### src/rtl/sd_image_arbiter_if.sv
// sd_image_arbiter_if
//   Bundles the client-side request bus and the host I/O side handshake
//   of the SD image arbiter.
//   Ports (signals):
//     reqRd/reqWr   [CHANNELS]     per-client read/write request levels
//     reqLba        [32*CHANNELS]  per-client LBA, channel i at [32*i+31:32*i]
//     reqBuffD      [8*CHANNELS]   per-client write-buffer byte
//     reqAck        [CHANNELS]     per-client acknowledge
//     sdRd/sdWr     [CHANNELS]     request towards the host I/O block
//     sdAck                        transfer acknowledge from the host I/O block
//     sdLba         [32]           LBA of the granted channel
//     sdBuffD       [8]            buffer byte of the granted channel
//     busy, grant[3], tmo          arbiter status
//   Modports: master = arbiter side, slave = clients + host I/O side.
interface sd_image_arbiter_if #(
   parameter int CHANNELS = 3
);
   logic [CHANNELS-1:0]    reqRd;
   logic [CHANNELS-1:0]    reqWr;
   logic [32*CHANNELS-1:0] reqLba;
   logic [8*CHANNELS-1:0]  reqBuffD;
   logic [CHANNELS-1:0]    reqAck;
   logic [CHANNELS-1:0]    sdRd;
   logic [CHANNELS-1:0]    sdWr;
   logic                   sdAck;
   logic [31:0]            sdLba;
   logic [7:0]             sdBuffD;
   logic                   busy;
   logic [2:0]             grant;
   logic                   tmo;

   modport master (
      input  reqRd, reqWr, reqLba, reqBuffD, sdAck,
      output reqAck, sdRd, sdWr, sdLba, sdBuffD, busy, grant, tmo
   );

   modport slave (
      output reqRd, reqWr, reqLba, reqBuffD, sdAck,
      input  reqAck, sdRd, sdWr, sdLba, sdBuffD, busy, grant, tmo
   );
endinterface

### src/rtl/sd_image_arbiter.sv
// sd_image_arbiter
//   Round-robin arbiter that shares one host I/O sector channel between
//   up to 8 image clients. FSM: IDLE -> REQ -> XFER -> DONE -> IDLE.
//   Ports:
//     clock  system clock, rising edge
//     reset  asynchronous, active-low
//     bus    sd_image_arbiter_if.master (client requests, host handshake,
//            status busy/grant/tmo)
//   Parameters: CHANNELS (1..8), TIMEOUT (REQ cycles before abort, 0 = off),
//               TOW (timeout counter width).
module sd_image_arbiter #(
   parameter int CHANNELS = 3,
   parameter int TIMEOUT  = 16777215,
   parameter int TOW      = 24
) (
   input logic                clock,
   input logic                reset,
   sd_image_arbiter_if.master bus
);

   localparam logic [1:0] IDLE = 2'd0;
   localparam logic [1:0] REQ  = 2'd1;
   localparam logic [1:0] XFER = 2'd2;
   localparam logic [1:0] DONE = 2'd3;

   localparam logic [2:0]     LASTCH  = 3'(CHANNELS - 1);
   localparam logic [TOW-1:0] TMOLAST = TOW'(TIMEOUT - 1);
   localparam bit             TMOEN   = (TIMEOUT != 0);

   logic [1:0]          stateReg;
   logic [2:0]          ptrReg;
   logic [2:0]          grantReg;
   logic [31:0]         lbaReg;
   logic                dirWrReg;
   logic [CHANNELS-1:0] sdRdReg;
   logic [CHANNELS-1:0] sdWrReg;
   logic [TOW-1:0]      tmoCntReg;
   logic                tmoReg;

   // Per-channel views padded to 8 entries so a 3-bit index is always in range.
   logic [7:0]  pend8;
   logic [7:0]  wr8;
   logic [31:0] lbaArr  [8];
   logic [7:0]  buffArr [8];

   genvar gi;
   generate
      for (gi = 0; gi < 8; gi++) begin : g_chan
         if (gi < CHANNELS) begin : g_used
            assign pend8[gi]   = bus.reqRd[gi] | bus.reqWr[gi];
            assign wr8[gi]     = bus.reqWr[gi];
            assign lbaArr[gi]  = bus.reqLba[32*gi +: 32];
            assign buffArr[gi] = bus.reqBuffD[8*gi +: 8];
         end else begin : g_unused
            assign pend8[gi]   = 1'b0;
            assign wr8[gi]     = 1'b0;
            assign lbaArr[gi]  = 32'd0;
            assign buffArr[gi] = 8'd0;
         end
      end
   endgenerate

   // Round-robin pick: first pending channel at ptr, ptr+1, ... with wrap.
   // The scan runs from the farthest offset down so the nearest one wins.
   logic       anyPend;
   logic [2:0] pick;
   logic [3:0] idxSum;

   always_comb begin
      anyPend = 1'b0;
      pick    = ptrReg;
      idxSum  = 4'd0;
      for (int k = CHANNELS - 1; k >= 0; k--) begin
         idxSum = {1'b0, ptrReg} + 4'(k);
         if (idxSum >= 4'(CHANNELS)) begin
            idxSum = idxSum - 4'(CHANNELS);
         end
         if (pend8[idxSum[2:0]]) begin
            anyPend = 1'b1;
            pick    = idxSum[2:0];
         end
      end
   end

   logic [CHANNELS-1:0] grantHot;
   logic [CHANNELS-1:0] rdHot;
   logic [CHANNELS-1:0] wrHot;
   logic [2:0]          nextPtr;

   assign grantHot = CHANNELS'(1) << grantReg;
   assign rdHot    = dirWrReg ? '0 : grantHot;
   assign wrHot    = dirWrReg ? grantHot : '0;
   assign nextPtr  = (grantReg == LASTCH) ? 3'd0 : grantReg + 3'd1;

   always_ff @(posedge clock or negedge reset) begin
      if (!reset) begin
         stateReg  <= IDLE;
         ptrReg    <= 3'd0;
         grantReg  <= 3'd0;
         lbaReg    <= 32'd0;
         dirWrReg  <= 1'b0;
         sdRdReg   <= '0;
         sdWrReg   <= '0;
         tmoCntReg <= '0;
         tmoReg    <= 1'b0;
      end else begin
         tmoReg <= 1'b0;
         case (stateReg)
            IDLE: begin
               // Direction and LBA are frozen here; later client changes
               // are ignored until the next grant.
               if (anyPend) begin
                  grantReg  <= pick;
                  lbaReg    <= lbaArr[pick];
                  dirWrReg  <= wr8[pick];
                  tmoCntReg <= '0;
                  stateReg  <= REQ;
               end
            end
            REQ: begin
               if (bus.sdAck) begin
                  // Keep the request bit up for the whole acknowledge.
                  sdRdReg  <= rdHot;
                  sdWrReg  <= wrHot;
                  stateReg <= XFER;
               end else if (!pend8[grantReg]) begin
                  // Client withdrew: back to IDLE, ptr untouched.
                  sdRdReg  <= '0;
                  sdWrReg  <= '0;
                  stateReg <= IDLE;
               end else if (TMOEN && (tmoCntReg == TMOLAST)) begin
                  sdRdReg  <= '0;
                  sdWrReg  <= '0;
                  tmoReg   <= 1'b1;
                  ptrReg   <= nextPtr;
                  stateReg <= IDLE;
               end else begin
                  tmoCntReg <= tmoCntReg + TOW'(1);
                  sdRdReg   <= rdHot;
                  sdWrReg   <= wrHot;
               end
            end
            XFER: begin
               if (!bus.sdAck) begin
                  sdRdReg  <= '0;
                  sdWrReg  <= '0;
                  ptrReg   <= nextPtr;
                  stateReg <= DONE;
               end
            end
            default: begin
               // DONE: wait for the served client to drop its level so the
               // same request is never granted twice.
               if (!pend8[grantReg]) begin
                  stateReg <= IDLE;
               end
            end
         endcase
      end
   end

   assign bus.reqAck  = (((stateReg == REQ) || (stateReg == XFER)) && bus.sdAck)
                        ? grantHot : '0;
   assign bus.sdRd    = sdRdReg;
   assign bus.sdWr    = sdWrReg;
   assign bus.sdLba   = lbaReg;
   assign bus.sdBuffD = buffArr[grantReg];
   assign bus.busy    = (stateReg != IDLE);
   assign bus.grant   = grantReg;
   assign bus.tmo     = tmoReg;

endmodule

### src/flat_wrapper.sv
// flat-port wrapper written by rule: the top's interface ports become plain ports
module sd_image_arbiter_flat 
#(
   parameter int CHANNELS = 3,
   parameter int TIMEOUT  = 16777215,
   parameter int TOW      = 24
)
  (clock, reset, bus_reqRd, bus_reqWr, bus_reqLba, bus_reqBuffD, bus_sdAck, bus_reqAck, bus_sdRd, bus_sdWr, bus_sdLba, bus_sdBuffD, bus_busy, bus_grant, bus_tmo);
  sd_image_arbiter_if #(.CHANNELS(CHANNELS)) bus_i ();
  input logic clock;
  input logic reset;
  input wire logic [$bits(bus_i.reqRd)-1:0] bus_reqRd;
  input wire logic [$bits(bus_i.reqWr)-1:0] bus_reqWr;
  input wire logic [$bits(bus_i.reqLba)-1:0] bus_reqLba;
  input wire logic [$bits(bus_i.reqBuffD)-1:0] bus_reqBuffD;
  input wire logic [$bits(bus_i.sdAck)-1:0] bus_sdAck;
  output wire logic [$bits(bus_i.reqAck)-1:0] bus_reqAck;
  output wire logic [$bits(bus_i.sdRd)-1:0] bus_sdRd;
  output wire logic [$bits(bus_i.sdWr)-1:0] bus_sdWr;
  output wire logic [$bits(bus_i.sdLba)-1:0] bus_sdLba;
  output wire logic [$bits(bus_i.sdBuffD)-1:0] bus_sdBuffD;
  output wire logic [$bits(bus_i.busy)-1:0] bus_busy;
  output wire logic [$bits(bus_i.grant)-1:0] bus_grant;
  output wire logic [$bits(bus_i.tmo)-1:0] bus_tmo;
  assign bus_i.reqRd = bus_reqRd;
  assign bus_i.reqWr = bus_reqWr;
  assign bus_i.reqLba = bus_reqLba;
  assign bus_i.reqBuffD = bus_reqBuffD;
  assign bus_i.sdAck = bus_sdAck;
  assign bus_reqAck = bus_i.reqAck;
  assign bus_sdRd = bus_i.sdRd;
  assign bus_sdWr = bus_i.sdWr;
  assign bus_sdLba = bus_i.sdLba;
  assign bus_sdBuffD = bus_i.sdBuffD;
  assign bus_busy = bus_i.busy;
  assign bus_grant = bus_i.grant;
  assign bus_tmo = bus_i.tmo;
  sd_image_arbiter #(.CHANNELS(CHANNELS), .TIMEOUT(TIMEOUT), .TOW(TOW)) u_core (.clock(clock), .reset(reset), .bus(bus_i));
endmodule
### config.mk
export PLATFORM = sky130hd
export DESIGN_NAME = sd_image_arbiter_flat
export DESIGN_NICKNAME = d
export VERILOG_FILES = /design/src/rtl/sd_image_arbiter_if.sv /design/src/rtl/sd_image_arbiter.sv /design/src/flat_wrapper.sv
export SDC_FILE = /design/constraint.sdc
export NUM_CORES = 1
export LEC_CHECK = 0
export CAP_MARGIN = 20
export CORE_ASPECT_RATIO = 0.5
export CORE_MARGIN = 3
export CORE_UTILIZATION = 23
export CTS_BUF_LIST = sky130_fd_sc_hd__clkbuf_2
export DETAILED_ROUTE_END_ITERATION = 7
export PLACE_DENSITY = 0.57
export RECOVER_POWER = 50
export REMOVE_ABC_BUFFERS = 1
export SLEW_MARGIN = 25
export SYNTH_ARGS = -nofsm -noshare
export SYNTH_HDL_FRONTEND = slang
export SYNTH_SLANG_ARGS = --single-unit
### constraint.sdc
create_clock -name clock -period 8.05 [get_ports clock]
set_clock_uncertainty 0.15 [all_clocks]
set_input_delay 1.61 -clock clock [delete_from_list [all_inputs] [get_ports clock]]
set_output_delay 1.61 -clock clock [all_outputs]
set_load 0.1 [all_outputs]
### Word level (Yosys, flattened, before mapping)

Cells that the tools add are included.

| storage, ports and cells | value |
|---|---|
| bits in registers | 72 |
| input port bits | 129 |
| output and inout port bits | 54 |
| word-level logic and storage cells | 114 |

| operators by class | value |
|---|---|
| add/subtract/negate cells | 7 |
| magnitude comparators | 10 |
| eq/ne operators | 12 |
| shifts and indexed selects | 1 |
| multiplexer cells | 59 |
| bitwise gates (word level) | 5 |
| reduce and logical (&&, ||, !) cells | 11 |

Operators with widths:

| operator | count |
|---|---|
| $bmux W32 S3 | 1 |
| $mux W24 | 4 |
| $mux W32 | 2 |
| $mux W3 | 21 |
| $pmux W24 S2 | 1 |
| $add A24 B1 Y24 const B | 1 |
| $bmux W8 S3 | 1 |
| $eq A24 B24 Y1 const B | 1 |
| $lt A3 B4 Y1 const B | 5 |
| $pmux W3 S2 | 3 |
| $mux W8 | 2 |
| $bmux W1 S3 | 5 |
| $mux W1 | 12 |
| $mux W2 | 6 |
| $reduce_and A5 Y1 | 2 |
| $sub A3 B2 Y3 const B | 3 |
| $ge A4 B2 Y1 const B | 2 |
| $ge A4 B4 Y1 const B | 2 |
| $ne A4 B4 Y1 const B | 2 |
| $not A3 Y4 | 2 |
| $ne A2 B1 Y1 const B | 3 |
| $ne A2 B2 Y1 const B | 3 |
| $pmux W2 S3 | 1 |
| $reduce_bool A2 Y1 | 3 |
| 14 further kinds | 17 |

### Logic depth before layout (Yosys ltp)

| depth | value |
|---|---|
| word-level depth | 12 |
| mapped depth | 13 |
| gate-level depth less buffers | 9 |

### Least setup slack after synthesis

Ideal clock, no wire load.

| timing path | value |
|---|---|
| path kind | register -> output |
| start point | reg u_core.grantReg[1] (netlist: u_core.bus.grant[1]) |
| end point | out bus_reqAck[2] |
| data arrival time | 4.634 ns |
| required time | 6.290 ns |
| setup slack | 1.656 ns |
| cell stages (with the launch flop) | 5 |
| path buffers | 2 |
| path through | dfrtp_1 > buf_2 > clkbuf_1 > inv_1 > nor4_1 |

| between the ends | value |
|---|---|
| longest elaborated chain between the ends | 2 |

RTL lines:

| element | line | RTL |
|---|---|---|
| from (decl) | sd_image_arbiter.sv:32 | `logic [2:0] grantReg;` |
| from (signal assigned) | sd_image_arbiter.sv:113 | `grantReg <= pick;` |
| $shl A1 B3 Y3 | sd_image_arbiter.sv:90 | `assign grantHot = CHANNELS'(1) << grantReg;` |
| $mux W3 | sd_image_arbiter.sv:163 | `? grantHot : '0;` |
| to (decl) | flat_wrapper.sv:17 | `output wire logic [$bits(bus_i.reqAck)-1:0] bus_reqAck;` |

Every way passes these cells.

### Worst setup path after layout

| timing path | value |
|---|---|
| start point | in bus_sdAck |
| end point | out bus_reqAck[0] |

| between the ends | value |
|---|---|
| longest elaborated chain between the ends | 2 |

RTL lines:

| element | line | RTL |
|---|---|---|
| from (decl) | flat_wrapper.sv:16 | `input wire logic [$bits(bus_i.sdAck)-1:0] bus_sdAck;` |
| $logic_and A1 B1 Y1 | sd_image_arbiter.sv:162 | `assign bus.reqAck = (((stateReg == REQ) \|\| (stateReg == XFER)) && bus.sdAck)` |
| $mux W3 | sd_image_arbiter.sv:163 |  |

Every way passes these cells.

==> impl_metrics.ini <==
[clocking]
largest_buffer_count_on_any_clock_path = 2
clock-sinks = 72
clkSlewWorstSetupHoldPaths_ns = 0.22
postCtsHoldBufs = 0
cts_inserted_buffers = 9
ctsResizeCount = 0
cts_tree = built
insertion_delay_ns = 0.54
cts_htree_levels = 3
postCtsSetupRepairBufs = 0
cts.root.buffer_cell = clkbuf_2

[worst_hold_path]
hold_class = flop to flop
worstHoldEndpoint = u_core.bus.sdLba[13]
timing.hold.worst.start = u_core.bus.sdLba[13]
timing.hold.worst_path_depth = 2

[layout]
multi_input_comb_area_um2 = 2959
fillers = 2177
areaGrowthSynthToFinish_pct = 43.48
count_of_placed_standard_cells_in_the_final_layout_fillers_left_out = 1021
drive_above_1_share_pct = 8.505
number_of_nets_in_the_layout = 867
diodes = 0
final_area_um2 = 7279
finalCoreUtilization_pct = 34.48
area.sequential_um2 = 1802

[die]
dieWidth_um = 216.0
initial_cell_density_of_the_core_pct = 24.03
pin_count = 183
core.rowCount = 37
fp.coreArea_um2 = 21110
chipHeight_um = 111.0
fp.dieArea_um2 = 23990

[timing]
hold_violations = 0
rsz0062_at_grt = no
period_share_pct = 69.92
max_slew_margin_vs_limit_pct = -164.4
max_slew_violation_count = 119
max_slew.worst_pin.slew_ns = 3.967
achievable-frequency_ghz = 0.1777
final.min_clock_period_ns = 5.629
setup-violations-final = 0
setup-tns-final_ns = 0

[run_status]
failed_checks = capacitance limit, slew limit
outcome = finished, violations left

[critical_path]
critPathKind = input port to output port
r2r_cells = 10
critPathRequiredTime_ns = 6.29
timing.critical_path.arrival_ns = 3.87
r2r-end = u_core.tmoCntReg[2]
regToRegSetupSlack_ns = 3.46
worstReg2RegStart = u_core.ptrReg[0]
timing.critical_path.fanout_max = 7
start_kind = input port
worstSetupEndpointType = output port

[synthesis]
flip_flop_and_latch_count_after_synthesis = 72
ys_dominant_reg_cell = dfrtp_1
post_synth_edffs = 0
ys_warn_count = 0
synth_largest_area_cell = dfrtp_1
syn-mean-instance-area_um2 = 9.093
post_synth_most_frequent_cells = nand2_1, dfrtp_1, inv_1, mux2i_1, nand3_1
yosysSeqAreaShare_pct = 35.51
syn_inst_count = 558
synth.area.top_cells = dfrtp_1, o221ai_2, mux2i_1
synth_largest_type_area_fraction_pct = 35.51
yosysMostFrequentCell = nand2_1
share_of_flip_flops_with_an_asynchronous_set_or_reset_after_synthesis_pct = 100.0
ys_types = 64
summed_instance_area_of_the_synthesized_netlist_um2 = 5074

[global_route]
gr-usage-met2_pct = 23.54
gr-usage-met1_pct = 16.33
grt_busiest_layer = met2
gr-total-overflow = 0
track_usage_pct = 13.07
pin_count_of_the_biggest_net_entering_global_routing = 73
number_of_global_route_vias_before_repair = 4810
groute.layer.met3.usage_pct = 2.738
grt_antenna_before_repair = 0
grt_pass1_wl_um = 25870

[place]
placement.cell_area_um2 = 7178
dp.final_hpwl_um = 11940
io_buffers = 182
gp_routability_congestion = 0.8277
dp_cells = 1005

[routing]
routed_wire_length_per_instance_um = 15.60
vias = 4795
drtAntennaViolNets = 0
drt_drc_violations_left = 0
via_per_inst = 4.696
detailedRoute.firstPassIterationCount = 4
totalWireLength_um = 15930
drtIter0Drc = 291

[flow_run]
max-cap-violations = 2
[worst max-delay path: stages]
cell and delay [ns]:
clkdlybuf4s50_1 0.62, nand2_1 0.16, nor4_1 0.27, clkdlybuf4s50_1 1.21
[layer usage]
metal	vias to the layer above	part of all wire (%)
met5	-	0
met4	0	1.1
met3	12	3.7
met2	88	51
met1	2326	44
li1	2369	-
[sequential cells by signal, indices dropped and copies added, names as in the netlist]
signal	cells
u_core.tmoCntReg	24
u_core.bus.sdRd	3
u_core.dirWrReg	1
u_core.bus.tmo	1
u_core.bus.sdLba	32
u_core.stateReg	2
u_core.ptrReg	3
u_core.bus.sdWr	3
u_core.bus.grant	3
[worst max-delay path by stage]
stage	start	slack, ns	to
after global routing	bus_sdAck	2.31	bus_reqAck[0]
after floorplan	bus_sdAck	1.79	bus_reqAck[0]
after global placement	bus_sdAck	2.53	bus_reqAck[0]
final	bus_sdAck	2.42	bus_reqAck[0]
after detailed placement	bus_sdAck	2.45	bus_reqAck[0]
after CTS	bus_sdAck	2.42	bus_reqAck[0]
[logic make-up (layout without fill, tap and decap cells)]
logic type / after synthesis / after routing / synth area share (%)
muxes: 46 / 46 / 9.198
AOI/OAI and AO/OA: 112 / 112 / 21.53
buffers and inverters: 80 / 251 / 6.831
xor gates and xnor gates: 3 / 3 / 0.5180
DFF: 72 / 72 / 35.51
and+or+nand+nor: 231 / 231 / 22.96
adders and majority gates: 14 / 14 / 3.453
[per-stage QoR]
step	setup WS, ns	hold WS [ns]
final	2.421	0.3608
after global routing	2.310	0.3913
after CTS	2.420	0.3660
after detailed placement	2.451	0.3201
after global placement	2.528	0.3133
after floorplan	1.794	0.3324
[layout make-up]
class / count / share of cell area [%]
Multi-Input combinational cell: 406 / 40.65
Timing Repair Buffer: 188 / 25.51
Sequential cell: 72 / 24.75
Tap cell: 292 / 5.019
Inverter: 47 / 2.424
Clock inverter: 6 / 0.9625
Clock buffer: 10 / 0.6875
[cells in the final DEF, fill, tap and decap left out, types with 4 or more instances in the layout]
cell type / instances
dlygate4sd3_1: 5
nor2_1: 33
nand2b_1: 6
and2_1: 4
clkbuf_2: 10
nand2_1: 89
clkdlybuf4s50_1: 176
mux2i_1: 44
buf_4: 5
nand3_1: 36
nand3b_1: 7
o21ai_0: 12
a31oi_1: 4
inv_1: 46
ha_1: 14
o221ai_2: 30
dfrtp_1: 72
a21o_1: 4
and3_1: 11
nor3_1: 8
o221ai_1: 10
and4_1: 5
nand4_1: 4
a21oi_1: 14
or4b_1: 11
Power is left out: the tool's default activity adds up to more than one toggle a clock period on the data nets, which glitch-free logic cannot reach.
